## src/rtl/uart_rx.sv

```systemverilog
// rtl/uart_rx.sv - UART 8N1 receiver with valid/ready byte output.
// Define UART_RX_PARITY_EN to build the 8E1 variant with an even-parity check.
module uart_rx #(
  parameter logic [31:0] CLK_FREQ = 32'd50_000_000,
  parameter logic [31:0] BAUDRATE = 32'd115_200
) (
  input  logic       clk,
  input  logic       rst_n,
  input  logic       uart_rx_i,
  output logic       rx_valid_o,
  input  logic       rx_ready_i,
  output logic [7:0] rx_data_o,
  output logic       frame_err_o,
  output logic       overrun_o,
  output logic       parity_err_o
);

  localparam int BAUD_CNT_MAX  = int'(CLK_FREQ / BAUDRATE);
  localparam int BAUD_CNT_HALF = BAUD_CNT_MAX / 2;
  localparam int CNT_W         = $clog2(BAUD_CNT_MAX);

  localparam logic [CNT_W-1:0] CNT_LAST = CNT_W'(BAUD_CNT_MAX - 1);
  localparam logic [CNT_W-1:0] CNT_MID  = CNT_W'(BAUD_CNT_HALF - 1);
  localparam logic [CNT_W-1:0] CNT_ONE  = CNT_W'(1);

  typedef enum logic [2:0] {
    ST_IDLE,
    ST_START,
    ST_DATA,
    ST_PARITY,
    ST_STOP,
    ST_WAIT_IDLE
  } state_e;

  logic             rx_sync1_q;
  logic             rx_sync2_q;
  logic             rx_prev_q;
  state_e           state_q;
  logic [CNT_W-1:0] baud_cnt_q;
  logic [2:0]       bit_cnt_q;
  logic [7:0]       shift_q;
  logic             rx_valid_q;
  logic [7:0]       rx_data_q;
  logic             frame_err_q;
  logic             overrun_q;
  logic             fall_edge;
  logic             baud_last;

  assign fall_edge = rx_prev_q & ~rx_sync2_q;
  assign baud_last = (baud_cnt_q == CNT_LAST);

  // Synchronizer idles high so reset never looks like a start edge.
  always_ff @(posedge clk) begin
    if (!rst_n) begin
      rx_sync1_q <= 1'b1;
      rx_sync2_q <= 1'b1;
      rx_prev_q  <= 1'b1;
    end else begin
      rx_sync1_q <= uart_rx_i;
      rx_sync2_q <= rx_sync1_q;
      rx_prev_q  <= rx_sync2_q;
    end
  end

`ifdef UART_RX_PARITY_EN
  logic parity_bad_q;
  logic parity_err_q;
`endif

  always_ff @(posedge clk) begin
    if (!rst_n) begin
      state_q     <= ST_IDLE;
      baud_cnt_q  <= '0;
      bit_cnt_q   <= '0;
      shift_q     <= '0;
      rx_valid_q  <= 1'b0;
      rx_data_q   <= 8'h00;
      frame_err_q <= 1'b0;
      overrun_q   <= 1'b0;
`ifdef UART_RX_PARITY_EN
      parity_bad_q <= 1'b0;
      parity_err_q <= 1'b0;
`endif
    end else begin
      frame_err_q <= 1'b0;
      overrun_q   <= 1'b0;
`ifdef UART_RX_PARITY_EN
      parity_err_q <= 1'b0;
`endif
      if (rx_valid_q && rx_ready_i) begin
        rx_valid_q <= 1'b0;
      end
      baud_cnt_q <= baud_cnt_q + CNT_ONE;

      case (state_q)
        ST_IDLE: begin
          baud_cnt_q <= '0;
          bit_cnt_q  <= '0;
          if (fall_edge) begin
            state_q <= ST_START;
          end
        end
        ST_START: begin
          if (baud_cnt_q == CNT_MID) begin
            baud_cnt_q <= '0;
            state_q    <= rx_sync2_q ? ST_IDLE : ST_DATA;
          end
        end
        ST_DATA: begin
          if (baud_last) begin
            shift_q    <= {rx_sync2_q, shift_q[7:1]};
            baud_cnt_q <= '0;
            if (bit_cnt_q == 3'd7) begin
              bit_cnt_q <= '0;
`ifdef UART_RX_PARITY_EN
              state_q <= ST_PARITY;
`else
              state_q <= ST_STOP;
`endif
            end else begin
              bit_cnt_q <= bit_cnt_q + 3'd1;
            end
          end
        end
`ifdef UART_RX_PARITY_EN
        ST_PARITY: begin
          if (baud_last) begin
            parity_bad_q <= rx_sync2_q ^ (^shift_q);
            baud_cnt_q   <= '0;
            state_q      <= ST_STOP;
          end
        end
`endif
        ST_STOP: begin
          if (baud_last) begin
            baud_cnt_q <= '0;
            if (!rx_sync2_q) begin
              // A low stop bit may be a break; wait for the line to recover.
              frame_err_q <= 1'b1;
              state_q     <= ST_WAIT_IDLE;
`ifdef UART_RX_PARITY_EN
            end else if (parity_bad_q) begin
              parity_err_q <= 1'b1;
              state_q      <= ST_IDLE;
`endif
            end else begin
              if (!rx_valid_q || rx_ready_i) begin
                rx_data_q  <= shift_q;
                rx_valid_q <= 1'b1;
              end else begin
                overrun_q <= 1'b1;
              end
              state_q <= ST_IDLE;
            end
          end
        end
        ST_WAIT_IDLE: begin
          baud_cnt_q <= '0;
          if (rx_sync2_q) begin
            state_q <= ST_IDLE;
          end
        end
        default: begin
          baud_cnt_q <= '0;
          bit_cnt_q  <= '0;
          state_q    <= ST_IDLE;
        end
      endcase
    end
  end

  assign rx_valid_o  = rx_valid_q;
  assign rx_data_o   = rx_data_q;
  assign frame_err_o = frame_err_q;
  assign overrun_o   = overrun_q;
`ifdef UART_RX_PARITY_EN
  assign parity_err_o = parity_err_q;
`else
  assign parity_err_o = 1'b0;
`endif

endmodule

```

## config.mk

```make
export PLATFORM = sky130hd
export DESIGN_NAME = uart_rx
export DESIGN_NICKNAME = d
export VERILOG_FILES = /design/src/rtl/uart_rx.sv
export SDC_FILE = /design/constraint.sdc
export NUM_CORES = 1
export LEC_CHECK = 0
export CORE_AREA = 4 4 70 72
export CTS_BUF_LIST = sky130_fd_sc_hd__clkbuf_16
export DETAILED_ROUTE_END_ITERATION = 8
export DIE_AREA = 0 0 74 76
export MAX_ROUTING_LAYER = met4
export SETUP_SLACK_MARGIN = 0.1
export SYNTH_ARGS = -nofsm -noshare
export SYNTH_HDL_FRONTEND = slang
export SYNTH_SLANG_ARGS = --single-unit
```

## constraint.sdc

```tcl
create_clock -name clk -period 5.45 [get_ports clk]
set_clock_uncertainty 0.2 [all_clocks]
set_input_delay 1.09 -clock clk [delete_from_list [all_inputs] [get_ports clk]]
set_output_delay 1.09 -clock clk [all_outputs]
set_load 0.01 [all_outputs]
```

Yosys cells after proc, flatten, opt, wreduce, memory -nomap -nowiden
Cells that the tools add are included.
W data, S select, Z words.
{ "totals": {"input_bits": 4, "elab_cells": 63, "regBits": 37} }
{ "classes": {"reduce_logical": 12, "eq_ne": 13, "muxes": 22, "add_sub_neg": 2, "bitwise_logic": 3} }
{ "op_table": {"columns": ["cell", "count"], "rows": [
  ["$mux W3", 9],
  ["$mux W9", 2],
  ["$pmux W9 S2", 1],
  ["$pmux W3 S5", 1],
  ["$ne A2 B2 Y1 const B", 6],
  ["$add A9 B1 Y9 const B", 1],
  ["$eq A3 B3 Y1 const B", 3],
  ["$eq A9 B8 Y1 const B", 1],
  ["$eq A9 B9 Y1 const B", 1],
  ["$reduce_and A4 Y1", 2],
  ["$mux W1", 7],
  ["$pmux W3 S2", 1],
  ["$reduce_and A6 Y1", 1],
  ["$reduce_and A2 Y1", 2],
  ["$add A3 B1 Y3 const B", 1],
  ["$eq A3 B1 Y1 const B", 1],
  ["$eq A3 B2 Y1 const B", 1],
  ["$logic_not A3 Y1", 1],
  ["$reduce_and A3 Y1", 1],
  ["$reduce_or A3 Y1", 1],
  ["$mux W2", 1],
  ["$not A1 Y1", 2],
  ["$reduce_or A2 Y1", 1],
  ["$and A1 B1 Y1", 1],
  ["3 further kinds", 3]
]} }

Longest topological paths before layout
Gate-level depths: netlist (run 1).
{ "logic_depth": {"depth_word": 6, "ltp_mapped": 8, "ltp_nobuf": 7} }

Worst setup path before layout (run 1)
OpenSTA, ideal clock, no wires.
{ "synth_path": {"path_kind": "in2reg", "startpoint": "input rx_ready_i", "endpoint": "register rx_data_q[2], in the netlist rx_data_o[2]", "slack_ps": 3323, "path_buffers": 1, "arrival_time_ps": 1852, "cell_stages": 5, "path_cell_list": "nor2b_1 nor4_4 buf_6 nand3_1 o21ai_0"} }
{ "synth_via": {"elab_chain_cells": 2} }
{ "synth_lines": {"columns": ["element", "line", "text"], "rows": [
  ["from (decl)", "11", "input logic rx_ready_i,"],
  ["$logic_or A1 B1 Y1", "147", "if (!rx_valid_q || rx_ready_i) begin"],
  ["$reduce_and A4 Y1 (no source line)", null, null],
  ["to (signal assigned)", "148", "rx_data_q <= shift_q;"],
  ["to (decl)", "43", "logic [7:0] rx_data_q;"]
]} }
Every way passes these cells.
A chain may end at the register's enable or synchronous reset.

Worst setup path in the final report (run 1)
{ "layout_path": {"startpoint": "input rx_ready_i", "endpoint": "register rx_data_q[5], in the netlist rx_data_o[5]"} }
The elaborated chain is that of the path after synthesis.

==> results.md, run 1 <==
Status:
- The flow ran to the end, and the final reports show no timing, DRC or antenna violations.

Die:
- The chip height is about 76 um.
- The chip width is around 74 um.
- In this run the standard cell core region covers approximately 0.0043 mm^2.
- For this design the top-level I/O count stands at 16.
- After floorplanning, the core was divided into 24 placement rows.
- The die covers roughly 0.0056 mm^2.
- The initial core utilization is 0.3869.

Timing:
- Setup repair after global routing left no endpoint under its margin.
- The worst hold margin is around 0.22 ns.
- The part of the cycle the worst path needs is 0.4726.
- The pin slew with the least headroom to its limit is just over 0.7 ns.
- The sum of negative setup slack is 0 ns.
- The minimum clock period is 2.576 ns.
- The number of failing setup endpoints in the final timing report is 0.
- Timing would allow up to between 300 and 400 MHz.
- In this run the tightest slew margin relative to its limit is 0.5229.
- The count of pins over their slew limit was 0.
- The final worst-path setup slack is 2.874 ns.
- The count of endpoints failing hold in the final timing report was 0.

Worst setup path:
- STA puts the critical path data arrival time at 2.57 ns.
- The worst setup path is of the primary input to register kind.
- STA puts the critical path data required time at 5.45 ns.
- The largest delay contributor family on the critical path is simple AND/OR/NAND/NOR gates.
- The worst setup path is launched from a primary input.
- The buffering stage count on the worst path with inverters included is 1.
- The largest individual stage delay along the critical path comes from the cell nor4_4.
- The largest single stage delay on the critical path is between 0.6 and 0.7 ns.
- Traced cell by cell, the critical path runs through clkdlybuf4s50_1 > nor2b_1 > nor4_4 > nand3_1 > o21ai_0.
- The kind of end point of the critical path is a register.
- Of all nets on the critical path, the largest fanout is 16.

Placement:
- The post-detailed-placement half-perimeter wirelength is about 2100 um.
- The pre-CTS worst setup slack is about 2.6 ns.
- The final RePlAce weighted congestion is approximately 0.8.
- The placed cell area is approximately 0.0018 mm^2.
- The count of buffers added on input and output ports is 14.
- The cell total after placement is 238.

Synthesis:
- The register bit total from synthesis is 37.
- Of the total synthesized cell area, the portion taken by full adders, half adders and majority gates is 0.03765.
- Yosys mapped a number of flops with a built-in enable equal to 0.
- Of the post-synthesis cell area, the dominant cell type holds 0.4458.
- Among all flip-flop cells after synthesis, the most frequent one is dfxtp_1.
- The share of synthesized cell area in and, or, nand and nor gates is 0.2786.
- After synthesis, the largest family of logic cells by area is simple AND/OR/NAND/NOR gates.
- The complex-gate fraction of the synthesized area came to 0.07605.
- The cell area after technology mapping is ~0.0017 mm^2.
- The cell type with the largest total area after synthesis is dfxtp_1.
- The average cell area after synthesis is approximately 9 um^2.
- The post-synthesis cell type count is 37.
- Yosys attributes the largest share of cell area to dfxtp_1 (45%), mux2i_1 (6.0%), nand3_1 (4.5%).
- The share of synthesized registers carrying an async set or reset is 0.
- The fraction of synthesized cell area in xor and xnor cells is 0.04744.
- The number of warning messages in the yosys log is 0.
- After synthesis, the share of cell area in mux cells is 0.06702.
- The sequential element share of the synthesized area is 0.4458.
- The synthesized net count is between 150 and 200.
- The number of standard cells after synthesis is 182.

Layout:
- The area growth from synthesis to layout is 18.83%.
- Summing all non-filler instances in the final layout gives an area of 0.001974 mm^2.
- Fill cells in the final layout number 420.
- The final net count is roughly 200.
- Excluding fillers, the count of instances in the completed layout stands at 245.
- The number of antenna diodes in the final layout is 0.
- In the final layout, the share of cells above drive strength 1 is 0.07254.

Routing:
- Summing over every cut layer, the via total after detailed routing is 1200.
- In the routed design, unresolved DRC markers number 0.
- In the final routed layout, each cell accounts on average for approximately 12 um.
- The post-route antenna net violation count is 0.
- The detailed-routing iteration count for the pre-antenna-repair pass is 4.
- After the first detailed-routing iteration, the DRC count stood at 98.
- The routed via count divided by cell count is 4.898.
- The final layout contains routed wiring with a total length of 2935 um.

Flow run:
- The reported max-cap violation count is 0.

Clock tree:
- The clock tree root driver cell is clkbuf_16.
- The clock network latency to the later pin of the worst-skew pair is 0.27 ns.
- After clock tree synthesis, the clock-pin slew on the worst setup and hold paths is approximately 0.05 ns.
- The post-CTS setup repair buffer count is 0.
- The total number of H-tree levels is 2.
- Counting every sink on the clock net gives 37.
- The number of clock buffers added by TritonCTS is 5.
- TritonCTS built the clock tree.
- The post-cts gate resize count is 0.
- The longest clock path from root to sink contains 2 buffers.
- The count of hold-fix buffers inserted at cts is 0.

Global route:
- The first global-routing pass estimated 5140 um of wire.
- In the global route stage, overall resource usage came out at 0.1184.
- The via count of the first global-routing pass came to roughly 1100.
- The pin count of the biggest net entering global routing is 39.
- Summed over all layers, the global routing overflow is 0.
- The initial antenna violation count was 0.

Worst hold path:
- The tightest min-delay check is of the register to register type.

Power:
- For this design the static power due to leakage is roughly 0.00078 uW.
- Across the VDD grid, the largest voltage drop is between 200 and 250 uV.
- In this run the power density over the cells is 347.3 mW/mm^2.
-- worst register-to-register path: stages (launching register included) --
cell     delay, ns
dfxtp_1       0.33
inv_1         0.10
ha_1          0.22
nand4_4       0.19
nor4_4        0.70
nand3_1       0.17
o21ai_0       0.11
-- metrics by stage --
stage                     power [uW]  utilization
after detailed placement       380.6       0.4225
after CTS                      694.7       0.4598
final                          685.7       0.4598
after floorplan                368.0            -
after global placement         379.2       0.4225
after global routing           721.6       0.4598
-- cell families (layout without fill, tap and decap cells) --
logic type                 count (synthesis)  after routing
buffers and inverters                     15             26
DFF                                       37             37
xor gates and xnor gates                   9              9
AOI/OAI and AO/OA                         21             21
other                                      1              1
adders and majority gates                  5              5
and+or+nand+nor                           83             83
muxes                                     11             11
-- final timing paths --
kind / startpoint / end / slack (ns) / cells after the start
setup / recovery: rx_ready_i / rx_data_o[5] / 2.87 / 5
hold / removal: rx_sync1_q / rx_sync2_q / 0.22 / 1
setup reg to reg: baud_cnt_q[1] / rx_data_o[5] / 3.36 / 6
hold reg to reg: rx_sync1_q / rx_sync2_q / 0.22 / 1
-- flip-flops by register name, indices dropped and copies added (netlist names) --
register     cells
rx_valid_o       1
baud_cnt_q       9
rx_sync2_q       1
overrun_o        1
state_q          3
rx_data_o        8
frame_err_o      1
rx_sync1_q       1
bit_cnt_q        3
shift_q          8
rx_prev_q        1
-- cell usage in the layout, fill, tap and decap left out, types with 2 or more instances in the layout --
cell              n
nand2b_1          4
nand2_1          16
nand4b_1          2
or3_1             2
clkbuf_16         5
nor4bb_1          2
xnor2_1           5
ha_1              5
nor2b_1          11
o21ai_0          11
inv_1             4
nor2_1           18
and2b_1           2
a21oi_1           4
xor2_1            4
clkdlybuf4s50_1  14
nand3_1          15
dfxtp_1          37
and2_1            2
mux2i_1          10
nor3_1            3
-- final cells by class --
class	count	area, um^2	share of cell area
Multi-Input combinational cell	130	845.8	0.4284
Clock inverter	2	35.03	0.01774
Clock buffer	5	125.1	0.06337
Sequential cell	37	740.7	0.3752
Tap cell	52	65.06	0.03295
Timing Repair Buffer	15	147.6	0.07478
Inverter	4	15.01	0.007605
-- routing by layer --
metal | part of all wire | track usage | up-vias
li1 | - | - | 636
met1 | 0.50 | 0.1508 | 544
met2 | 0.46 | 0.1809 | 18
met3 | 0.035 | 0.03166 | 2
met4 | 0.0092 | 0.03804 | 0
met5 | 0 | - | -
-- synth_stat cells (all sizes together), types with 2 or more instances --
master,number
ha,5
clkbuf,3
dfxtp,37
buf,8
inv,4
xnor2,5
a21oi,4
nor2b,11
nand2,16
nand2b,4
mux2i,10
nor4bb,2
nor2,18
nor3,3
xor2,4
and2,2
nand4b,2
o21ai,11
and2b,2
nand3,15
or3,2
-- power by group --
group	total, uW	switching (uW)	internal, uW	leakage, uW
Sequential	292	13.0	279	0.000299
Clock	311	99.2	212	0.0000797
Combinational	82.6	48.4	34.3	0.000397
No activity file was read; power rests on OpenSTA's default activity.
==> run 2: changes to the inputs <==
==> constraint.sdc (replaced) <==
create_clock -name clk -period 2.1 [get_ports clk]
set_clock_uncertainty 0.2 [all_clocks]
set_input_delay 0.42 -clock clk [delete_from_list [all_inputs] [get_ports clk]]
set_output_delay 0.42 -clock clk [all_outputs]
set_load 0.01 [all_outputs]
==> results.md, run 2 (synthesis gave the netlist of run 1 again) <==
Die:
- Measured along the y axis, the die boundary spans 76 um.
- After floorplanning, the core was divided into 24 placement rows.
- The region available for standard cell placement spans about 0.0043 mm^2.
- The chip width is around 74 um.
- The area enclosed by the die boundary is ~0.0056 mm^2.
- For this configuration, the core starts out at a cell density of 0.3869.
- The I/O pin count is 16.

Worst setup path:
- The capture point of the critical path is state_q[1].
- Data on the critical path arrives at its endpoint at ~1.9 ns.
- The critical path depth is 7.
- The timing startpoint of the critical path is baud_cnt_q[0].
- Traced cell by cell, the critical path runs through inv_1 > ha_1 > nor4bb_2 > a21oi_1 > nor2_2 > nand3_1 > mux2_2.
- The data required time of the critical path is between 2 and 2.5 ns.
- Of all nets on the critical path, the largest fanout is 5.
- The critical path start-end classification is register to register.
- The maximum cell stage delay along the critical path is roughly 0.4 ns.
- The largest delay contributor family on the critical path is flip-flops.
- The worst setup path is captured at a register.
- The slowest cell on the critical path is dfxtp_1.
- The buffering stage count on the worst path with inverters included is 1.
- The depth of the most critical reg-to-reg path is 7.
- The worst register-to-register path begins at baud_cnt_q[0].
- Across all register-to-register paths, the minimum setup slack is about 0.18 ns.
- The worst setup path is launched from a register.
- The endpoint identified for the worst register-to-register timing path is state_q[1].

Timing:
- The count of pins over their slew limit came to 0.
- The peak clock frequency supported by timing is around 520 MHz.
- The number of failing setup endpoints in the final timing report is 0.
- The minimum clock period is around 1.9 ns.
- The count of endpoints failing hold in the final timing report is 0.
- The part of the cycle the worst path needs is 0.9151.
- Setup total negative slack on the finished layout was measured at 0 ns.
- Setup repair after global routing left no endpoint under its margin.
- The final worst-path setup slack is approximately 0.18 ns.

Worst hold path:
- The worst min-delay path category is register to register.

Flow run:
- The reported max-cap violation count is 0.

Global route:
- For this run the aggregate overflow at the end of global routing stands at 0.
- Across every metal layer, demand over resource in global routing totals 0.1221.
- The wire length of the first global-routing pass is approximately 5300 um.
- The via count of the first global-routing pass was between 1000 and 1500.
- The pin count of the biggest net entering global routing is 19.
- The initial antenna violation count is 0.

Clock tree:
- The clock edge transition at the registers on the reported setup and hold paths is approximately 0.060 ns.
- The clock tree root driver cell is clkbuf_16.
- Clock tree synthesis inserted a total of 5 buffers.
- The post-CTS setup repair buffer count is 0.
- The number of sinks on the clock net is 37.
- The TritonCTS clock tree is done.
- No sink is reached through more buffers than the 2 on the longest clock path.
- Buffers inserted to repair hold after CTS numbered 0.
- After clock tree synthesis, the repair step resized 0 gates.
- The total number of H-tree levels is 2.
- The clock network latency to the later pin of the worst-skew pair is about 0.28 ns.

Layout:
- Ranked by flip-flop count, first place goes to baud_cnt_q.
- The area growth from synthesis to layout is 21.84%.
- The total non-filler cell area in the finished layout is 0.002024 mm^2.
- The share of the core filled with cells is 0.4714.
- In the layout the commonest cells are dfxtp_1 (35), nand2_1 (16), nor2_1 (16).
- The total of fill cells in the finished design is just under 400.
- 0 antenna diodes ended up in the layout.
- At the end of the flow, the number of nets in the layout was roughly 210.
- The register with the most flip-flops in the layout has 9 of them.
- In the final layout, the share of cells above drive strength 1 is 0.1162.
- Across the whole layout, storage elements account for between 700 and 800 um^2.
- The multi-input logic area is 857.1 um^2.
- The library cell used most frequently in the layout, excluding fill and tap cells, is dfxtp_1.

Placement:
- At the end of routability-driven placement, the weighted congestion stood at around 0.83.
- Buffers placed on the I/O ports in this run total 14.
- The post-detailed-placement half-perimeter wirelength is ~2200 um.
- The pre-CTS worst setup slack is approximately 0.15 ns.
- After detailed placement, the total cell area comes to ~0.0018 mm^2.

Routing:
- After detailed routing, the number of vias per cell comes to approximately 5.0.
- The first routing iteration left 64 violations.
- The routed layout has roughly 1200 vias.
- After detailed routing, the total wire length is between 3000 and 4000 um.
- For this run, the detailed router's first-pass iteration total came to 4.
- The final routed DRC violation total is 0.
- Once detail routing completed, the nets flagged for antenna violations numbered 0.
- In the final routed layout, each cell accounts on average for between 10 and 15 um.

Status:
- The run finished with clean final reports.

Power:
- VDD sags by at most about 400 uV.
- For this design the static power due to leakage is around 0.0008 uW.
- The post-route total power is 1819 uW.
- Power spread over the standard cell area amounts to between 800 and 900 mW/mm^2.
==> run 2: changes by cell type in the layout (fill, tap and decap cells not counted) <==
cell | before | now
clkinv_2 | 1 | 0
nor4bb_1 | 2 | 1
buf_4 | 1 | 5
clkinvlp_4 | 0 | 1
dfxtp_1 | 37 | 35
dfxtp_2 | 0 | 2
nor4bb_2 | 0 | 1
clkinv_1 | 0 | 1
nor2_2 | 0 | 2
nor2_1 | 18 | 16
==> run 2: worst min path at each step <==
| stage | endpoint | from | depth (start not counted) |
|---|---|---|---|
| global placement | rx_sync2_q | rx_sync1_q | 1 |
| detailed placement | rx_sync2_q | rx_sync1_q | 1 |
| finish | rx_sync2_q | rx_sync1_q | 1 |
| floorplan | rx_sync2_q | rx_sync1_q | 1 |
| CTS | rx_sync2_q | rx_sync1_q | 1 |
| global route | rx_sync2_q | rx_sync1_q | 1 |
==> run 2: power by group <==
part           internal, uW  total [uW]  leakage, uW  switching, uW
clock network           555         829    0.0000775            274
logic                  95.9         228     0.000420            133
registers               726         761     0.000300           35.7
total                  1380        1820     0.000797            442
==> run 2: layout make-up <==
class,count,area share
multi-input combinational,130,0.4234
inverter,4,0.007417
clock buffer,5,0.06180
timing repair buffer,19,0.08776
sequential,37,0.3671
tap,52,0.03214
clock inverter,3,0.02040
==> run 2: worst reg2reg max path, cell delays in order, from the launching register on <==
cell and delay (ns):
dfxtp_1 0.41, inv_1 0.08, ha_1 0.19, nor4bb_2 0.16, a21oi_1 0.18, nor2_2 0.08, nand3_1 0.16, mux2_2 0.35
==> run 2: stage by stage <==
stage	hold WS, ns	std cells
4_1_cts	0.2248	250
3_3_place_gp	0.1990	242
3_5_place_dp	0.1997	242
5_1_grt	0.2419	250
2_1_floorplan	0.1863	182
6_report	0.2199	250
==> run 2: metal layers <==
layer,track usage,part of all wire,vias to the layer above
met5,-,0,-
met4,0.04348,0.018,0
met3,0.04354,0.040,5
met2,0.1871,0.48,22
met1,0.1462,0.46,580
li1,-,-,641
==> RTL edit 1: new RTL, flow settings as in run 2 <==
Add a define of `UART_RX_PARITY_EN`.
--- a/src/rtl/uart_rx.sv
+++ b/src/rtl/uart_rx.sv
@@ -2,2 +2,4 @@
 // Define UART_RX_PARITY_EN to build the 8E1 variant with an even-parity check.
+`define UART_RX_PARITY_EN
+
 module uart_rx #(
Function: no difference found for any inputs over 10 cycles, from zero or initial values and one cycle with rst_n low; that may be too few to reach the edited logic, so the function may still have changed.
==> RTL edit 1 against run 2 <==
  * Synthesized area rose by 8.4%
  * Fmax decreased by 0.46%
  * Sequential cell count rose by 2
  * Worst setup slack got worse by 8.9 ps
  * Critical endpoint is now overrun_o$_SDFF_PP0_
  * First-iteration DRC count up 11%
  * Routed wire length increased by 25%
  * Final area rose by 14%
Power is not compared: it rests on default switching activity, and its combinational part moved more than twofold at a synthesized area within 25%.
==> RTL edit 1: results (changes against run 2) <==
Status
  – Outcome: finished clean

Synthesis
  – Post-synthesis compound-gate area fraction: 14.7% (+7.1 points)
  – Top post-synthesis cells by count: 39 x dfxtp_1, 24 x nor2_1, 11 x a21oi_1, 11 x nand3_1, 11 x o21ai_0
  – Post-synthesis xor/xnor area fraction: 7.08% (+2.3 points)
  – Synth top area cells: dfxtp_1 43%, nor2_1 5.0%, mux2i_1 4.4%, xnor2_1 4.4%, ha_1 3.5%
  – Post-synth net total: 198 (+3.7%)
  – Proportion of synthesized area in mux cells: 4.44% (-2.3 points)
  – Yosys cell types: 48 (+30%)
  – Post-Synth Adder-Cell Area: 3.47% (-0.29 points)
  – Syn_area_per_cell: 9.53 µm² (+4.4%)
  – Ys async rst share: 0% (unchanged)
  – Register area share after synthesis: 43.3% (-1.2 points)
  – YS warnings: 0 (unchanged)

CTS
  – TritonCTS Buffers: 5 (unchanged)
  – Max clock buf depth: 2 (unchanged)
  – Post-CTS Setup Bufs: 0 (unchanged)
  – Clk_lat worst skew: 280 ps (about the same)
  – Clock-pin slew on the worst setup and hold paths: 60 ps (about the same)
  – CTS root buffer: clkbuf_16
  – H-Tree Depth: 2 (unchanged)
  – Number of gates resized after CTS: 4 (+4)

Global route
  – Largest net degree at the start of global routing: 17 (-2)
  – Tot GR Track Use: 14.7% (+2.5 points)
  – Global-route wire length before repair: 6420 µm (+22%)
  – Vias in the first global route: 1374 (+19%)

Setup path
  – Arr. time, crit path: 1960 ps (+70 ps)
  – Setup crit end: overrun_o$_SDFF_PP0_
  – Slowest cell delay on critical path: 600 ps (+190 ps)
  – Critical path peak fanout: 8 (+3)
  – Worst r2r path cells: 6 (-1)
  – Slowest stage cell, crit path: or4_4
  – R2R Path Start: baud_cnt_q[1]$_SDFF_PN0_
  – CP Launch Type: flop
  – Largest delay contributor family on the critical path: simple AND/OR/NAND/NOR gates

Finish
  – Reg with most FFs: baud_cnt_q
  – Final net count: 221 (+7.3%)
  – Flip-flop count of the largest register after layout: 9 (unchanged)
  – Fraction of layout cells with a size suffix above 1: 18.8% (+7.2 points)
  – Fin cells: 265 (+6.0%)

Timing
  – Worst setup margin: 169 ps (-8.91 ps)
  – Hold_ws: 208 ps (-12.3 ps)

Power
  – Leakage: just over 0.8 nW
  – Clock power share: roughly half
  – Switching share of power: 20.3%

Routing
  – Initial DRC count: 71 (+11%)
  – WL/cell: 14.3 µm (+18%)
  – Pre-Repair DR Iteration Count: 5 (+1)
  – Total number of vias: 1457 (+17%)

Placement
  – DP Cell Count: 255 (+5.4%)
  – Count of input and output buffers: 15 (+1)
  – Dpl ws: 52.5 ps (-101 ps)
  – Final RePlAce weighted congestion: 0.807 (-3.2%)
  – DP Area: 0.00203 mm² (+9.9%)
  – Dpl hpwl: 2600 µm (+20%)

Hold path
  – Hold Crit Class: flop to flop
  – Worst hold path endpoint: rx_sync2_q$_SDFF_PN1_
==> RTL edit 1: changes by cell type after synthesis, moves of 3 or more <==
cell	run 2	this run
a211oi_1	0	3
a21oi_1	4	11
inv_1	4	8
nor2b_1	11	2
nand2_1	16	7
buf_2	6	1
xnor2_1	5	9
nor2_1	18	24
nand3_1	15	11
==> RTL edit 1: layout make-up <==
| class | count | area (µm²) |
|---|---|---|
| clock buffer | 5 | 125 |
| clock inverter | 3 | 38.8 |
| fill | 382 | 1990 |
| inverter | 8 | 30.0 |
| multi-input combinational | 134 | 1040 |
| sequential | 39 | 785 |
| tap | 52 | 65.1 |
| timing repair buffer | 24 | 221 |
==> RTL edit 1: metal layers <==
metal	up-vias	share of wire, %	GRT usage, %
li1	720	-	-
met1	698	45	18.3
met2	32	49	22.5
met3	7	3.8	3.83
met4	0	1.8	5.98
met5	-	0	-
==> RTL edit 2: new RTL, flow settings as in run 2 <==
Without the edit above. Re-encode `state_e` (6 states) as one-hot, 6 bits wide.
--- a/src/rtl/uart_rx.sv
+++ b/src/rtl/uart_rx.sv
@@ -25,9 +25,9 @@
 
-  typedef enum logic [2:0] {
-    ST_IDLE,
-    ST_START,
-    ST_DATA,
-    ST_PARITY,
-    ST_STOP,
-    ST_WAIT_IDLE
+  typedef enum logic [5:0] {
+    ST_IDLE      = 6'b000001,
+    ST_START     = 6'b000010,
+    ST_DATA      = 6'b000100,
+    ST_PARITY    = 6'b001000,
+    ST_STOP      = 6'b010000,
+    ST_WAIT_IDLE = 6'b100000
   } state_e;
Check against the original RTL: no difference found for any inputs over 10 cycles, from zero or initial values and one cycle with rst_n low; not proved beyond that.
==> RTL edit 2 against run 2 <==
  * Cell count up 7.2%
  * Critical endpoint is now state_q[2]$_SDFFE_PN0P_
  * Synthesized area increased by 1.4%
  * Worst setup slack got worse by 220 ps
  * Routed wire length grew 22%
  * Fmax down 10%
  * Sequential cell count up 2
  * Global-route usage rose by 2.2 points
  * Non-clock buffer count grew 13
  * Final area grew 13%
  * Critical path type unchanged
  * The flow now finishes with violations (negative setup slack)
  * Critical path depth is the same
Power is not compared: it rests on default switching activity, and its combinational part moved more than twofold at a synthesized area within 25%.
==> RTL edit 2: results (changes against run 2) <==
Power
  – Peak VDD IR: 0.432 mV
  – Leakage: between 0.9 and 1 nW
  – Sw power: 0.000311 W

CTS
  – H-Tree Depth: 2 (unchanged)
  – CTS root buffer: clkbuf_16
  – Max clock buf depth: 2 (unchanged)
  – Clock-pin slew on the worst setup and hold paths: 60 ps (about the same)
  – Clk_lat worst skew: 280 ps (about the same)
  – TritonCTS Buffers: 5 (unchanged)

Status
  – Failing checks: negative setup slack
  – Outcome: complete, but fails checks

Routing
  – Pre-Repair DR Iteration Count: 4 (unchanged)
  – Total number of vias: 1367 (+9.5%)
  – DRT Wirelength: 3680 µm (+22%)
  – Initial DRC count: 45 (-30%)
  – Detail Route Antenna Nets: 0 (unchanged)

Synthesis
  – Register area share after synthesis: 46.4% (+1.8 points)
  – YS warnings: 0 (unchanged)
  – Top post-synthesis cells by count: 39 x dfxtp_1, 36 x nor2_1, 17 x mux2i_1, 12 x nand2_1, 11 x nand3_1
  – Post-synth net total: 192 (+0.52%)
  – Ys async rst share: 0% (unchanged)
  – Yosys cell types: 40 (+8.1%)
  – Synth top area cells: dfxtp_1 46%, mux2i_1 10%, nor2_1 8.0%, ha_1 3.7%, nand3_1 3.3%

Hold path
  – Hold Startpoint: rx_sync1_q$_SDFF_PN1_
  – Worst hold path endpoint: rx_sync2_q$_SDFF_PN1_
  – Hold Crit Class: flop to flop
  – Hold Crit Depth: 1 (unchanged)

Global route
  – Initial antenna violation count: 0 (unchanged)
  – Largest net degree at the start of global routing: 18 (-1)
  – Global-route wire length before repair: 6150 µm (+17%)
  – Tot GR Track Use: 14.4% (+2.2 points)
  – Vias in the first global route: 1343 (+17%)

Finish
  – Reg with most FFs: baud_cnt_q
  – Final net count: 224 (+8.7%)
  – Fraction of layout cells with a size suffix above 1: 18.1% (+6.4 points)
  – Diodes inserted: 0 (unchanged)
  – Flip-flop count of the largest register after layout: 9 (unchanged)

Timing
  – Hold_ws: 205 ps (-14.7 ps)
  – Final setup fails: 2 (+2)
  – Worst setup margin: -37.9 ps (-216 ps)
  – Setup TNS: -48.3 ps (-48.3 ps)

Placement
  – Dpl ws: -94.2 ps (-248 ps)
  – Dpl hpwl: 2670 µm (+24%)
  – Count of input and output buffers: 14 (unchanged)
  – Final RePlAce weighted congestion: 0.789 (-5.3%)

Setup path
  – Worst r2r path cells: 7 (unchanged)
  – Slowest stage cell, crit path: or4b_1
  – Arr. time, crit path: 2100 ps (+210 ps)
  – R2r endpoint: state_q[2]$_SDFFE_PN0P_
  – R2R Path Start: baud_cnt_q[1]$_SDFF_PN0_
  – Slowest cell delay on critical path: 420 ps
  – Critical path peak fanout: 3 (-2)
## RTL edit 2: power groups by stage
| stage | Combinational, W | Sequential, W | Clock (W) |
|---|---|---|---|
| finish | 0.0000461 | 0.000750 | 0.000955 |
| global route | 0.0000509 | 0.000751 | 0.00102 |
| CTS | 0.0000448 | 0.000750 | 0.000974 |
| detailed placement | 0.0000445 | 0.000766 | 0 |
| global placement | 0.0000434 | 0.000766 | 0 |
| floorplan | 0.0000300 | 0.000764 | 0 |
## RTL edit 2: cells by family (layout without fill, tap and decap cells)
| logic type | count (synthesis) | after routing | synth area share (%) |
|---|---|---|---|
| other | 1 | 1 | 0.223 |
| buffers and inverters | 12 | 45 | 2.97 |
| AO/OA/AOI/OAI | 16 | 16 | 7.21 |
| XOR/XNOR | 9 | 9 | 4.68 |
| AND/OR/NAND/NOR | 84 | 84 | 24.7 |
| adder cells (fa/ha/maj) | 5 | 5 | 3.71 |
| multiplexers | 17 | 17 | 10.1 |
| flip-flops | 39 | 39 | 46.4 |
## RTL edit 2: how the worst max path moves through the flow
stage	to	depth (start not counted)	startpoint
after CTS	state_q[2]$_SDFFE_PN0P_	7	baud_cnt_q[1]$_SDFF_PN0_
after detailed placement	state_q[2]$_SDFFE_PN0P_	7	baud_cnt_q[1]$_SDFF_PN0_
after global placement	state_q[2]$_SDFFE_PN0P_	7	baud_cnt_q[1]$_SDFF_PN0_
final	state_q[2]$_SDFFE_PN0P_	7	baud_cnt_q[1]$_SDFF_PN0_
after global routing	state_q[2]$_SDFFE_PN0P_	7	baud_cnt_q[1]$_SDFF_PN0_
after floorplan	state_q[2]$_SDFFE_PN0P_	7	baud_cnt_q[0]$_SDFF_PN0_
## RTL edit 2: through the flow
stage / area (µm²) / instances
finish: 2280 / 268
global route: 2280 / 268
CTS: 2210 / 266
detailed placement: 2000 / 257
global placement: 2000 / 257
floorplan: 1710 / 183
## RTL edit 2: layout make-up
class / instances / area (µm²)
clock buffer: 5 / 125
clock inverter: 3 / 63.8
fill: 404 / 2010
inverter: 5 / 18.8
multi-input combinational: 132 / 933
sequential: 39 / 783
tap: 52 / 65.1
timing repair buffer: 32 / 290
## RTL edit 2: metal layers
metal	routed length (µm)	up-vias	global-route usage (%)
met5	0	-	-
met4	33	0	4.89
met3	156	4	4.62
met2	1930	20	23.8
met1	1560	652	16.1
li1	-	691	-
## RTL edit 2: timing repair
item,4_1_cts,5_1_grt
buffers inserted,1,1
cloned,0,1
hold buffers,0,0
resized for setup,5,13
endpoints found under the setup margin,13,32
pin swaps,3,3
## RTL edit 2: critical path, delay by kind of cell (launching register included)
family | cells | cell delay [ps]
AND/OR/NAND/NOR | 2 | 780
buffers and inverters | 1 | 70
flip-flops | 1 | 320
adder cells (fa/ha/maj) | 1 | 110
AO/OA/AOI/OAI | 2 | 400
multiplexers | 1 | 130
